`src/rtl/dmem_arb_pkg.sv`:
```
// Shared definitions for the data-memory arbiter: FSM encoding, owner IDs
// and the address legality check.
package dmem_arb_pkg;

  localparam logic [1:0] ST_IDLE   = 2'd0;
  localparam logic [1:0] ST_ACCESS = 2'd1;
  localparam logic [1:0] ST_DONE   = 2'd2;

  localparam logic OWN_C = 1'b0;
  localparam logic OWN_S = 1'b1;

  // Rejects word-misaligned addresses and anything beyond the last word.
  function automatic logic addr_reject(input logic [31:0] addr,
                                       input int unsigned depth_words);
    logic [33:0] limit;
    limit = {depth_words, 2'b00};
    return (addr[1:0] != 2'b00) || ({2'b00, addr} >= limit);
  endfunction

endpackage

```
`src/rtl/dmem_arbiter_rr_pick2.sv`:
```
// Combinational 2-way round-robin picker: on a tie the port not granted
// last time wins.
import dmem_arb_pkg::*;

module rr_pick2 (
  input  logic [1:0] req,
  input  logic       last,
  output logic       gnt_vld,
  output logic       winner
);

  always_comb begin
    gnt_vld = |req;
    winner  = OWN_C;
    if (req == 2'b11) begin
      winner = ~last;
    end else if (req[1]) begin
      winner = OWN_S;
    end
  end

endmodule

```
`src/rtl/dmem_arbiter.sv`:
```
// Shares one data memory between the core (port C) and the serial
// loader/debug engine (port S), one transaction every three cycles.
import dmem_arb_pkg::*;

module dmem_arbiter #(
  parameter int unsigned DEPTH_WORDS = 256
) (
  input  logic        clk,
  input  logic        rst_n,
  input  logic        c_req,
  input  logic        c_we,
  input  logic [31:0] c_addr,
  input  logic [31:0] c_wdata,
  output logic        c_ack,
  output logic [31:0] c_rdata,
  output logic        c_err,
  input  logic        s_req,
  input  logic        s_we,
  input  logic [31:0] s_addr,
  input  logic [31:0] s_wdata,
  output logic        s_ack,
  output logic [31:0] s_rdata,
  output logic        s_err,
  output logic        mem_read,
  output logic        mem_write,
  output logic [31:0] mem_addr,
  output logic [31:0] mem_wdata,
  input  logic [31:0] mem_rdata,
  output logic        busy
);

  logic [1:0]  state;
  logic        last_grant;
  logic        owner_q;
  logic        we_q;
  logic        err_q;
  logic [31:0] addr_q;
  logic [31:0] wdata_q;
  logic [31:0] c_rdata_q;
  logic [31:0] s_rdata_q;

  logic        gnt_vld;
  logic        gnt_id;
  logic        sel_we;
  logic [31:0] sel_addr;
  logic [31:0] sel_wdata;
  logic [31:0] rd_val;

  rr_pick2 u_pick (
    .req     ({s_req, c_req}),
    .last    (last_grant),
    .gnt_vld (gnt_vld),
    .winner  (gnt_id)
  );

  always_comb begin
    sel_we    = c_we;
    sel_addr  = c_addr;
    sel_wdata = c_wdata;
    if (gnt_id == OWN_S) begin
      sel_we    = s_we;
      sel_addr  = s_addr;
      sel_wdata = s_wdata;
    end
  end

  // Writes and rejected accesses return zero rather than whatever the array shows.
  assign rd_val = (we_q || err_q) ? 32'd0 : mem_rdata;

  always_ff @(posedge clk or negedge rst_n) begin
    if (!rst_n) begin
      state      <= ST_IDLE;
      last_grant <= OWN_S;
      owner_q    <= OWN_C;
      we_q       <= 1'b0;
      err_q      <= 1'b0;
      addr_q     <= 32'd0;
      wdata_q    <= 32'd0;
      c_rdata_q  <= 32'd0;
      s_rdata_q  <= 32'd0;
    end else begin
      case (state)
        ST_IDLE: begin
          if (gnt_vld) begin
            state   <= ST_ACCESS;
            owner_q <= gnt_id;
            we_q    <= sel_we;
            addr_q  <= sel_addr;
            wdata_q <= sel_wdata;
            err_q   <= addr_reject(sel_addr, DEPTH_WORDS);
          end
        end
        ST_ACCESS: begin
          state      <= ST_DONE;
          last_grant <= owner_q;
          if (owner_q == OWN_C) begin
            c_rdata_q <= rd_val;
          end else begin
            s_rdata_q <= rd_val;
          end
        end
        default: state <= ST_IDLE;
      endcase
    end
  end

  // Every output decodes from registered state only.
  assign busy      = (state != ST_IDLE);
  assign mem_read  = (state == ST_ACCESS) && !we_q && !err_q;
  assign mem_write = (state == ST_ACCESS) && we_q && !err_q;
  assign mem_addr  = addr_q;
  assign mem_wdata = wdata_q;

  assign c_ack   = (state == ST_DONE) && (owner_q == OWN_C);
  assign s_ack   = (state == ST_DONE) && (owner_q == OWN_S);
  assign c_err   = c_ack && err_q;
  assign s_err   = s_ack && err_q;
  assign c_rdata = c_rdata_q;
  assign s_rdata = s_rdata_q;

endmodule

```
`config.mk`:
```
export PLATFORM = sky130hd
export DESIGN_NAME = dmem_arbiter
export DESIGN_NICKNAME = d
export VERILOG_FILES = /design/src/rtl/dmem_arb_pkg.sv /design/src/rtl/dmem_arbiter_rr_pick2.sv /design/src/rtl/dmem_arbiter.sv
export SDC_FILE = /design/constraint.sdc
export NUM_CORES = 1
export LEC_CHECK = 0
export CORE_MARGIN = 2
export CORE_UTILIZATION = 36
export CTS_CLUSTER_DIAMETER = 120
export CTS_CLUSTER_SIZE = 10
export DETAILED_ROUTE_END_ITERATION = 10
export GPL_TIMING_DRIVEN = 0
export PLACE_DENSITY = 0.77
export SLEW_MARGIN = 20
export SYNTH_ARGS = -nofsm -noshare
export SYNTH_HDL_FRONTEND = slang
export SYNTH_SLANG_ARGS = --single-unit
```
`constraint.sdc`:
```
create_clock -name clk -period 1.4 [get_ports clk]
set_input_delay 0.28 -clock clk [delete_from_list [all_inputs] [get_ports clk]]
set_output_delay 0.28 -clock clk [all_outputs]
set_load 0.02 [all_outputs]
```
==> reports/metrics.csv <==
metric,value,unit
status,finished with violations,
Flop pwr share,28.4,%
RSZ-0062 raised after global routing,yes,
VDD IR max,1.49,mV
Crit. End Element,output pin,
Commonest cells post-synth,"dfrtp_1 (133), nand2_1 (99), nor2_1 (68), a21oi_1 (66), mux2i_1 (65)",
number of diodes,0,
clock-pin slew on the worst setup and hold paths,0.06,ns
global-route wire length before repair,33400,um
die width,130,um
final setup skew,0.00722,ns
Mean Syn Cell Area,10.1,um2
Non-Filler Instances,1156,
slew margin rel.,66.8,%
Final Net Count,1094,
PwrDens,1910,mW/mm2
Net Switching,8290,uW
P_int,12500,uW
fraction of layout cells with a size suffix above 1,38.5,%
Vias/cell,5.08,
Max clock buf depth,2,
DR DRC count,0,
"Data required, critical path",1.12,ns
GRT Residual Overflow,0,
Max Fanout on Critical Path,4,
Cell variety after synth,26,
Synth async-reset ratio,100,%
largest net degree at the start of global routing,72,
Clk network pwr share,20.2,%
pre-CTS setup slack,-0.597,ns
Tcrit/Tclk final,118,%
failing checks,negative setup slack,
Ys Warns,0,
Yosys top cell area share,58.2,%
Fmax,605,MHz
synth top area cells,"dfrtp_1 (58%), mux2i_1 (11%), nand2_1 (6.5%), a21oi_1 (5.8%), o21ai_0 (5.6%)",
fin util,69.3,%
Yosys top cell by area,dfrtp_1,
"Seq/Total Area, Yosys",58.6,%
most common cell in the netlist,dfrtp_1,
clk sinks,134,
DP Wirelength,14800,um
Total GRT Usage,26.3,%
Switching Share,39.8,%
Synth-to-Final Area Change,90.2,%
GPL Wtd Cong,0.851,
CTS tree,yes,
Post-Syn Instances,565,
Final WS setup,-0.254,ns
die area,0.0169,mm2
Routed Antenna Nets,0,
Comb power frac,51.4,%
MaxCap Viol Count,0,
cell leakage power,0.00459,uW
Die Y-Extent,130,um
Initial DRC Count,287,
CP arrival,1.37,ns
Core Area,0.0157,mm2
mapped cell area,0.00572,mm2
H-tree levels,4,
vias,5874,
vias in the first global route,6136,
IO Port Bufs,300,
final hold vios,0,
Post-Place Cells,1082,
Slew @ Worst Pin,0.498,ns
I/O Pins,301,
Synth Net Count,731,
initial antenna violation count,0,
Setup CP Type,flip-flop to output pin,
Initial Utilization,36.4,%
first drt pass iteration count,5,
Routed WL,23000,um
"FF+latch count, synth",134,
HP Class,input port to asynchronous set/reset pin,
WHS,0.374,ns
Main synth FF type,dfrtp_1,
clk root buf,clkbuf_16,
total CTS buffers,17,
max-slew violations,0,
Tmin final,1.65,ns
WL/cell,19.9,um
row count,46,
number of synthesized flops with an enable pin,0,
Startpoint Class,flip-flop,
Clock Latency Late Sink,0.41,ns
Final Setup Violations,74,
## cells by family after synthesis
group,synth area share (%)
simple gates,14.0
flops,58.6
compound gates,11.6
mux,11.6
buf+inv,4.13
## per-layer routing
metal | vias up | share of wire, % | global-route usage [%]
li1 | 2658 | - | -
met1 | 2897 | 37 | 30.4
met2 | 268 | 53 | 45.8
met3 | 51 | 6.9 | 7.34
met4 | 0 | 3.0 | 11.1
met5 | - | 0 | 0
## timing repair
action | CTS | global route
resized for setup | 465 | 292
cloned | 15 | 3
hold endpoints to repair | 63 | 0
pin swaps | 14 | 10
endpoints found under the setup margin | 267 | 237
hold buffers | 1 | 0
buffers inserted | 23 | 10
## cell usage in the layout, fill, tap and decap left out, types with 2 or more instances in the layout
cell             count
o21ai_1              6
nor4_1              12
nor2_1              16
dfrtp_2              2
mux2i_4              8
buf_2               12
buf_6               27
mux2i_1             51
nand4_1              2
clkbuf_1             3
clkdlybuf4s50_1    164
nor3b_2              2
clkbuf_2            81
a21oi_2             64
clkinvlp_4           2
nand2_1             98
buf_12              17
dfrtp_1            131
clkbuf_16           18
mux2i_2              6
nor2_4              48
o21ai_0             58
clkdlybuf4s15_1     32
buf_4               17
clkdlybuf4s15_2      5
nand2b_4             2
nor2_2               6
nand4b_1             2
clkinv_2             5
buf_8               16
buf_16               9
clkbuf_8             2
## power by group through the flow
stage / Sequential (uW) / Clock (uW) / Combinational [uW]
2_1_floorplan: 6680 / 0 / 2490
3_3_place_gp: 5530 / 0 / 7170
3_5_place_dp: 5550 / 0 / 7230
4_1_cts: 5600 / 4220 / 9800
5_1_grt: 6010 / 4400 / 11300
6_report: 5910 / 4210 / 10700
## sequential cells by signal (all words and copies together) (netlist names)
| register | count |
|---|---|
| mem_addr | 32 |
| c_rdata | 32 |
| state | 2 |
| s_rdata | 32 |
| last_grant | 1 |
| mem_wdata | 32 |
| err_q | 1 |
| we_q | 1 |
| owner_q | 1 |
## worst max-delay path: stages (launching register included)
cell and delay, ns:
dfrtp_2 0.43, and3b_2 0.27, and2_4 0.15, buf_6 0.12
## final cells by class
type,count,area [um2]
clock inverter,9,78.8
timing repair buffer,346,3280
inverter,1,6.26
clock buffer,22,464
fill,1141,4830
sequential,134,3360
buffer,36,500
tap,216,270
multi-input combinational,392,2930
## through the flow
stage / area [um2] / TNS [ns] / total power, uW
after floorplan: 5730 / 0 / 9170
after global placement: 9010 / -769.24 / 12700
after detailed placement: 9040 / -50.08 / 12800
after CTS: 10700 / -9.85 / 19600
after global routing: 10900 / -12.05 / 21700
final: 10900 / -7.98 / 20800
## worst paths after layout
check                           cells after the start      endpoint     startpoint  slack, ns
worst max-delay path                                3         s_err       state[0]      -0.25
worst min-delay path                                2  mem_wdata[3]          rst_n       0.37
worst max register to register                      7  mem_wdata[5]       state[1]      -0.17
worst min register to register                      2    c_rdata[6]     c_rdata[6]       0.48
max in group asynchronous                           3   c_rdata[11]          rst_n       0.27
min in group clk                                    3   c_rdata[21]  mem_rdata[21]       0.43
No activity file was read; power rests on OpenSTA's default activity.
